[config.mk]
export PLATFORM = sky130hd
export DESIGN_NAME = mult_issue_ctrl_flat
export DESIGN_NICKNAME = d
export VERILOG_FILES = /design/src/rtl/mult_pkg.sv /design/src/rtl/mult_issue_ctrl_if.sv /design/src/rtl/mult_op_decode.sv /design/src/rtl/mult_issue_ctrl.sv /design/src/flat_wrapper.sv
export SDC_FILE = /design/constraint.sdc
export NUM_CORES = 1
export LEC_CHECK = 0
export BUFFER_PORTS_ARGS = -buffer_cell sky130_fd_sc_hd__buf_2
export CORE_MARGIN = 8
export CORE_UTILIZATION = 46
export CTS_CLUSTER_SIZE = 20
export DETAILED_ROUTE_END_ITERATION = 16
export HOLD_SLACK_MARGIN = 0.03
export PLACE_DENSITY = 0.85
export SKIP_CTS_REPAIR_TIMING = 1
export SYNTH_ARGS = -nofsm -noshare
export SYNTH_HDL_FRONTEND = slang
export SYNTH_SLANG_ARGS = --single-unit
[constraint.sdc]
create_clock -name clk_i -period 4.3 [get_ports clk_i]
set_clock_uncertainty 0.05 [all_clocks]
set_input_delay 0.43 -clock clk_i [delete_from_list [all_inputs] [get_ports clk_i]]
set_output_delay 0.43 -clock clk_i [all_outputs]
set_load 0.01 [all_outputs]
[src/rtl/mult_pkg.sv]
// Shared types for the RV32M multiply issue controller: funct3 encodings,
// controller state encoding and the decoded multiplier control bundle.
package mult_pkg;

  localparam int XLEN_DEFAULT = 32;

  localparam logic [2:0] MUL_F3    = 3'b000;
  localparam logic [2:0] MULH_F3   = 3'b001;
  localparam logic [2:0] MULHSU_F3 = 3'b010;
  localparam logic [2:0] MULHU_F3  = 3'b011;

  typedef enum logic [2:0] {
    ST_IDLE,
    ST_LAUNCH,
    ST_BUSY,
    ST_RESP,
    ST_DRAIN
  } ctrl_state_e;

  typedef struct packed {
    logic signed_a;
    logic signed_b;
    logic upper;
  } mult_ctrl_t;

endpackage

[src/rtl/mult_issue_ctrl_if.sv]
// Request/response channel between the RV32M issue stage (master) and the
// multiply issue controller (slave), including the pipeline flush.
interface mult_issue_ctrl_if #(
  parameter int XLEN = mult_pkg::XLEN_DEFAULT
);

  logic            req_valid;
  logic            req_ready;
  logic [2:0]      req_funct3;
  logic [XLEN-1:0] req_rs1;
  logic [XLEN-1:0] req_rs2;
  logic            flush;
  logic            resp_valid;
  logic            resp_ready;
  logic [XLEN-1:0] resp_data;
  logic            resp_err;

  modport master (
    output req_valid, req_funct3, req_rs1, req_rs2, flush, resp_ready,
    input  req_ready, resp_valid, resp_data, resp_err
  );

  modport slave (
    input  req_valid, req_funct3, req_rs1, req_rs2, flush, resp_ready,
    output req_ready, resp_valid, resp_data, resp_err
  );

endinterface

[src/rtl/mult_op_decode.sv]
// Combinational RV32M multiply funct3 decoder: produces operand signedness,
// upper-half select, and an illegal flag for the 1xx encodings.
module mult_op_decode
  import mult_pkg::*;
(
  input  logic [2:0] funct3,
  output mult_ctrl_t ctrl,
  output logic       illegal
);

  always_comb begin
    ctrl    = '0;
    illegal = 1'b0;
    case (funct3)
      MUL_F3:    ctrl = '{signed_a: 1'b1, signed_b: 1'b1, upper: 1'b0};
      MULH_F3:   ctrl = '{signed_a: 1'b1, signed_b: 1'b1, upper: 1'b1};
      MULHSU_F3: ctrl = '{signed_a: 1'b1, signed_b: 1'b0, upper: 1'b1};
      MULHU_F3:  ctrl = '{signed_a: 1'b0, signed_b: 1'b0, upper: 1'b1};
      default:   illegal = 1'b1;
    endcase
  end

endmodule

[src/rtl/mult_issue_ctrl.sv]
// Sequencer between RV32M issue and the iterative multiplier: launch, wait with
// a hang watchdog, buffer and return the result. Optional: MULT_RESULT_REUSE_EN.
module mult_issue_ctrl
  import mult_pkg::*;
#(
  parameter int XLEN        = XLEN_DEFAULT,
  parameter int WDOG_CYCLES = 15
) (
  input  logic              clk_i,
  input  logic              rst_i,
  mult_issue_ctrl_if.slave  bus,
  output logic              mult_en_o,
  output logic [XLEN-1:0]   mult_op_A_o,
  output logic [XLEN-1:0]   mult_op_B_o,
  output logic              mult_signed_A_o,
  output logic              mult_signed_B_o,
  output logic              mult_upper_o,
  input  logic [XLEN-1:0]   mult_result_i,
  input  logic              mult_done_i
);

  localparam int WDOG_W = $clog2(WDOG_CYCLES + 1);

  ctrl_state_e       state, state_next;
  mult_ctrl_t        dec_ctrl, ctrl_q;
  logic              dec_illegal;
  logic [XLEN-1:0]   op_a_q, op_b_q, resp_data_q;
  logic              resp_err_q;
  logic [WDOG_W-1:0] wdog_cnt;
  logic              wdog_expired;

  mult_op_decode u_decode (
    .funct3  (bus.req_funct3),
    .ctrl    (dec_ctrl),
    .illegal (dec_illegal)
  );

  // >= rather than == so a flush landing on the expiry cycle still drains out
  assign wdog_expired = (wdog_cnt >= WDOG_W'(WDOG_CYCLES - 1));

`ifdef MULT_RESULT_REUSE_EN
  logic            tag_valid, tag_hit;
  logic [XLEN-1:0] tag_rs1, tag_rs2, tag_result;
  logic [2:0]      tag_funct3, funct3_q;

  assign tag_hit = tag_valid && (bus.req_rs1 == tag_rs1) &&
                   (bus.req_rs2 == tag_rs2) && (bus.req_funct3 == tag_funct3);

  always_ff @(posedge clk_i or posedge rst_i) begin
    if (rst_i) begin
      tag_valid  <= 1'b0;
      tag_rs1    <= '0;
      tag_rs2    <= '0;
      tag_result <= '0;
      tag_funct3 <= '0;
      funct3_q   <= '0;
    end else begin
      if (state == ST_IDLE && state_next == ST_LAUNCH)
        funct3_q <= bus.req_funct3;
      if (bus.flush) begin
        tag_valid <= 1'b0;
      end else if (state == ST_BUSY && state_next == ST_RESP) begin
        tag_valid <= mult_done_i;
        if (mult_done_i) begin
          tag_rs1    <= op_a_q;
          tag_rs2    <= op_b_q;
          tag_funct3 <= funct3_q;
          tag_result <= mult_result_i;
        end
      end else if (state == ST_IDLE && state_next == ST_RESP && dec_illegal) begin
        tag_valid <= 1'b0;
      end
    end
  end
`endif

  always_ff @(posedge clk_i or posedge rst_i) begin
    if (rst_i) state <= ST_IDLE;
    else       state <= state_next;
  end

  always_comb begin
    state_next = state;
    case (state)
      ST_IDLE: begin
        if (!bus.flush && bus.req_valid) begin
          if (dec_illegal)      state_next = ST_RESP;
`ifdef MULT_RESULT_REUSE_EN
          else if (tag_hit)     state_next = ST_RESP;
`endif
          else                  state_next = ST_LAUNCH;
        end
      end
      ST_LAUNCH: state_next = bus.flush ? ST_DRAIN : ST_BUSY;
      ST_BUSY: begin
        // a done arriving with the flush has nothing left to drain
        if (bus.flush)         state_next = mult_done_i ? ST_IDLE : ST_DRAIN;
        else if (mult_done_i)  state_next = ST_RESP;
        else if (wdog_expired) state_next = ST_RESP;
      end
      ST_RESP: begin
        if (bus.flush || bus.resp_ready) state_next = ST_IDLE;
      end
      ST_DRAIN: begin
        if (mult_done_i || wdog_expired) state_next = ST_IDLE;
      end
      default: state_next = ST_IDLE;
    endcase
  end

  always_ff @(posedge clk_i or posedge rst_i) begin
    if (rst_i) begin
      op_a_q      <= '0;
      op_b_q      <= '0;
      ctrl_q      <= '0;
      resp_data_q <= '0;
      resp_err_q  <= 1'b0;
      wdog_cnt    <= '0;
    end else begin
      case (state)
        ST_IDLE: begin
          wdog_cnt <= '0;
          if (state_next == ST_LAUNCH) begin
            op_a_q <= bus.req_rs1;
            op_b_q <= bus.req_rs2;
            ctrl_q <= dec_ctrl;
          end else if (state_next == ST_RESP) begin
`ifdef MULT_RESULT_REUSE_EN
            resp_data_q <= dec_illegal ? '0 : tag_result;
`else
            resp_data_q <= '0;
`endif
            resp_err_q  <= dec_illegal;
          end
        end
        ST_BUSY, ST_DRAIN: begin
          wdog_cnt <= wdog_cnt + WDOG_W'(1);
          if (state == ST_BUSY && state_next == ST_RESP) begin
            resp_data_q <= mult_done_i ? mult_result_i : '0;
            resp_err_q  <= !mult_done_i;
          end
        end
        default: ;
      endcase
    end
  end

  assign bus.req_ready   = (state == ST_IDLE);
  assign bus.resp_valid  = (state == ST_RESP);
  assign bus.resp_data   = resp_data_q;
  assign bus.resp_err    = resp_err_q;
  assign mult_en_o       = (state == ST_LAUNCH);
  assign mult_op_A_o     = op_a_q;
  assign mult_op_B_o     = op_b_q;
  assign mult_signed_A_o = ctrl_q.signed_a;
  assign mult_signed_B_o = ctrl_q.signed_b;
  assign mult_upper_o    = ctrl_q.upper;

endmodule

[src/flat_wrapper.sv]
// flat-port wrapper written by rule: the top's interface ports become plain ports
module mult_issue_ctrl_flat import mult_pkg::*;
#(
  parameter int XLEN        = XLEN_DEFAULT,
  parameter int WDOG_CYCLES = 15
)
  (clk_i, rst_i, mult_en_o, mult_op_A_o, mult_op_B_o, mult_signed_A_o, mult_signed_B_o, mult_upper_o, mult_result_i, mult_done_i, bus_req_valid, bus_req_funct3, bus_req_rs1, bus_req_rs2, bus_flush, bus_resp_ready, bus_req_ready, bus_resp_valid, bus_resp_data, bus_resp_err);
  mult_issue_ctrl_if #(.XLEN(XLEN)) bus_i ();
  input  logic clk_i;
  input  logic rst_i;
  output logic mult_en_o;
  output logic [XLEN-1:0] mult_op_A_o;
  output logic [XLEN-1:0] mult_op_B_o;
  output logic mult_signed_A_o;
  output logic mult_signed_B_o;
  output logic mult_upper_o;
  input  logic [XLEN-1:0] mult_result_i;
  input  logic mult_done_i;
  input wire logic [$bits(bus_i.req_valid)-1:0] bus_req_valid;
  input wire logic [$bits(bus_i.req_funct3)-1:0] bus_req_funct3;
  input wire logic [$bits(bus_i.req_rs1)-1:0] bus_req_rs1;
  input wire logic [$bits(bus_i.req_rs2)-1:0] bus_req_rs2;
  input wire logic [$bits(bus_i.flush)-1:0] bus_flush;
  input wire logic [$bits(bus_i.resp_ready)-1:0] bus_resp_ready;
  output wire logic [$bits(bus_i.req_ready)-1:0] bus_req_ready;
  output wire logic [$bits(bus_i.resp_valid)-1:0] bus_resp_valid;
  output wire logic [$bits(bus_i.resp_data)-1:0] bus_resp_data;
  output wire logic [$bits(bus_i.resp_err)-1:0] bus_resp_err;
  assign bus_i.req_valid = bus_req_valid;
  assign bus_i.req_funct3 = bus_req_funct3;
  assign bus_i.req_rs1 = bus_req_rs1;
  assign bus_i.req_rs2 = bus_req_rs2;
  assign bus_i.flush = bus_flush;
  assign bus_i.resp_ready = bus_resp_ready;
  assign bus_req_ready = bus_i.req_ready;
  assign bus_resp_valid = bus_i.resp_valid;
  assign bus_resp_data = bus_i.resp_data;
  assign bus_resp_err = bus_i.resp_err;
  mult_issue_ctrl #(.XLEN(XLEN), .WDOG_CYCLES(WDOG_CYCLES)) u_core (.clk_i(clk_i), .rst_i(rst_i), .bus(bus_i), .mult_en_o(mult_en_o), .mult_op_A_o(mult_op_A_o), .mult_op_B_o(mult_op_B_o), .mult_signed_A_o(mult_signed_A_o), .mult_signed_B_o(mult_signed_B_o), .mult_upper_o(mult_upper_o), .mult_result_i(mult_result_i), .mult_done_i(mult_done_i));
endmodule
==> flow_summary.ini <==
[clocking]
cts_root_buf = clkbuf_8
htreeDepth = 3
cts_tree = done
cts_sinks = 107
clk_pin_slew_ns = 0.10
cts_buffer_depth = 2
cts_buffers = 9
clock_latency_ns = 0.35

[power]
p_leak_uw = 0.002940
p_sw_uw = 1363
ir_drop_mv = 0.3669
finalPower_uw = 3966
seq_power_share_pct = 44.1
p_int_uw = 2603
combPwrFrac_pct = 37.6
power_density_nw_per_um2 = 681.0
netSwitchingFraction_pct = 34.36
clkPwrFrac_pct = 18.3

[sta]
slew_violations = 0
setup-violations-final = 0
rsz0062_at_grt = no
setup_tns_ns = 0
post-route-period-util_pct = 65.98
finalCriticalPeriod_ns = 2.837
slew_headroom_pct = 19.47
layout_setup_ws_ns = 1.463
report.final.hold_viol_count = 0
fmax_ghz = 0.3525
worstMarginPinSlew_ns = 1.207

[synthesis]
synth_area_sq_um = 4433
synth_fp_nets = 449
ys_ff_latch = 107
ys_warn_count = 0
syn_inst = 342
syn_area_per_cell_sq_um = 12.96
yosys.cell_types.count = 31
ys_seq_area_share_pct = 60.40

[hold_path]
min_path_type = in -> reg

[routing]
postRouteAntennaNets = 0
firstDrtPassIters = 4
top_layer = met4
wl_met1_mm = 4.096
post-route-drc-count = 0
drt_iter0_drc = 147
dr_wl_met2_mm = 5.731
dr_total_vias = 3232
drt_wl_total_mm = 11.08
route.met3.wl_mm = 1.072
viasPerCell = 4.718
wl_per_cell_um = 16.18

[setup_path]
cp_max_fo = 26
endpoint_kind = register
arrival_ns = 3.06
path_cells = a211oi_1, or4b_1, a21oi_4, buf_4, mux2i_1
critPathLaunchType = register
required_ns = 4.52
critical_path_class = reg -> reg
cp_slowest_cell = a21oi_4
critical-path-max-stage-delay_ns = 0.82

[grt]
grt.total_usage_pct = 17.24
grt_start_max_net_pins = 84
grt-ovfl-total = 0
grt_pass1_wl_mm = 17.82
antenna_found_initial = 0
grt_pass1_vias = 3656

[final_layout]
antennaDiodeCount = 0
syn_to_final_growth_pct = 31.36
stdcell_count = 685
fin_nets = 654
fin_util_pct = 60.98
drive_gt1_share_pct = 53.26

[floorplan]
fp.dieW_um = 114.2
start_util_pct = 46.42
core_area_sq_um = 9549
rows = 36
io_pins = 208
dieArea_sq_um = 13030
die_h_um = 114.2

[placement]
place_ws_ns = 1.459
hpwl_mm = 8.591
dp_cells = 669
gp_congestion = 0.8329
place.port_buffers = 207

[flow_run]
drv_cap = 0

[status]
status = complete, no violations
[final timing paths]
check / slack (ns) / end / startpoint / cells after the start
max: 1.46 / u_core.bus.resp_data[29] / u_core.state[0] / 5
min reg2reg: 0.44 / u_core.mult_signed_A_o / u_core.mult_signed_A_o / 1
max in group asynchronous: 3.03 / u_core.state[1] / rst_i / 3
max reg2reg: 1.46 / u_core.bus.resp_data[29] / u_core.state[0] / 5
min: 0.24 / u_core.mult_op_A_o[14] / bus_req_rs1[14] / 2
min in group asynchronous: 0.26 / u_core.mult_op_A_o[24] / rst_i / 2
[critical path: cells and delay by family, from the launching register on]
family          cells  cell delay (ns)
compound gates      2             0.94
flops               1             0.67
simple gates        1             0.54
buf+inv             1             0.34
mux                 1             0.21
[per-layer routing]
metal	track usage, %	vias up
met5	0	-
met4	7.276	0
met3	6.698	15
met2	30.56	128
met1	17.76	1539
li1	-	1550
[cells by family after synthesis]
kind of cell	Yosys count	synth area share, %
mux	98	23.99
xor+xnor	1	0.1976
flops	107	60.40
compound gates	20	3.218
buf+inv	53	5.278
simple gates	60	6.125
fa+ha+maj	3	0.7902
[synth_stat cells (all sizes together)]
| master | instances | area (sq um) |
|---|---|---|
| and3b | 1 | 8.760 |
| nand2 | 37 | 138.9 |
| nor3b | 4 | 35.03 |
| o32ai | 1 | 8.760 |
| xnor2 | 1 | 8.760 |
| nor2 | 7 | 26.28 |
| clkbuf | 13 | 48.80 |
| o211a | 1 | 10.01 |
| nor3 | 5 | 25.02 |
| a211oi | 2 | 15.01 |
| maj3 | 1 | 10.01 |
| mux2i | 32 | 320.3 |
| dfrtp | 107 | 2678 |
| mux2 | 66 | 743.2 |
| a21o | 2 | 15.01 |
| inv | 36 | 135.1 |
| a21oi | 5 | 36.29 |
| and3 | 1 | 6.260 |
| nor4 | 1 | 6.260 |
| ha | 2 | 25.02 |
| o2111ai | 1 | 8.760 |
| o31ai | 3 | 22.52 |
| a31oi | 1 | 6.260 |
| buf | 4 | 50.04 |
| nand3 | 3 | 15.01 |
| or4b | 1 | 10.01 |
| o21ai | 4 | 20.02 |
[state kept, by name (all words and copies together) (netlist names)]
signal and cells:
u_core.bus.resp_data 32, u_core.bus.resp_err 1, u_core.mult_op_A_o 32, u_core.mult_op_B_o 32, u_core.mult_signed_A_o 1, u_core.mult_signed_B_o 1, u_core.mult_upper_o 1, u_core.state 3
u_core.wdog_cnt 4
[metrics by stage]
step / hold WS [ns] / instance area, sq um
4_1_cts: 0.2200 / 5823
3_5_place_dp: 0.4147 / 5580
5_1_grt: 0.2155 / 5823
3_3_place_gp: 0.4134 / 5580
6_report: 0.2428 / 5823
2_1_floorplan: 0.4496 / 4433
[power by group through the flow]
stage | logic, uW | clock network [uW] | registers, uW
after floorplan | 585 | 0 | 1960
after global placement | 1460 | 0 | 1730
after detailed placement | 1520 | 0 | 1770
after CTS | 1530 | 745 | 1750
after global routing | 1640 | 789 | 1820
final | 1490 | 726 | 1750
[cells in the final DEF, fill, tap and decap left out, drive strengths merged, types with 2 or more instances in the layout]
master and instances:
buf 211, dfrtp 107, mux2 66, nand2 37
inv 36, mux2i 32, clkbuf 12, nor2 7
nor3 5, a21oi 5, o21ai 4, nor3b 4
o31ai 3, bufinv 3, nand3 3, a211oi 2
a21o 2, ha 2
[cell type report]
class,instances,area [sq um]
Timing Repair Buffer,211,1066
Sequential cell,107,2678
Inverter,36,137.6
Clock buffer,12,145.1
Clock inverter,4,97.59
Fill cell,829,3726
Multi-Input combinational cell,182,1533
Tap cell,133,166.4
Note: power is estimated with default switching activity, not from simulation.
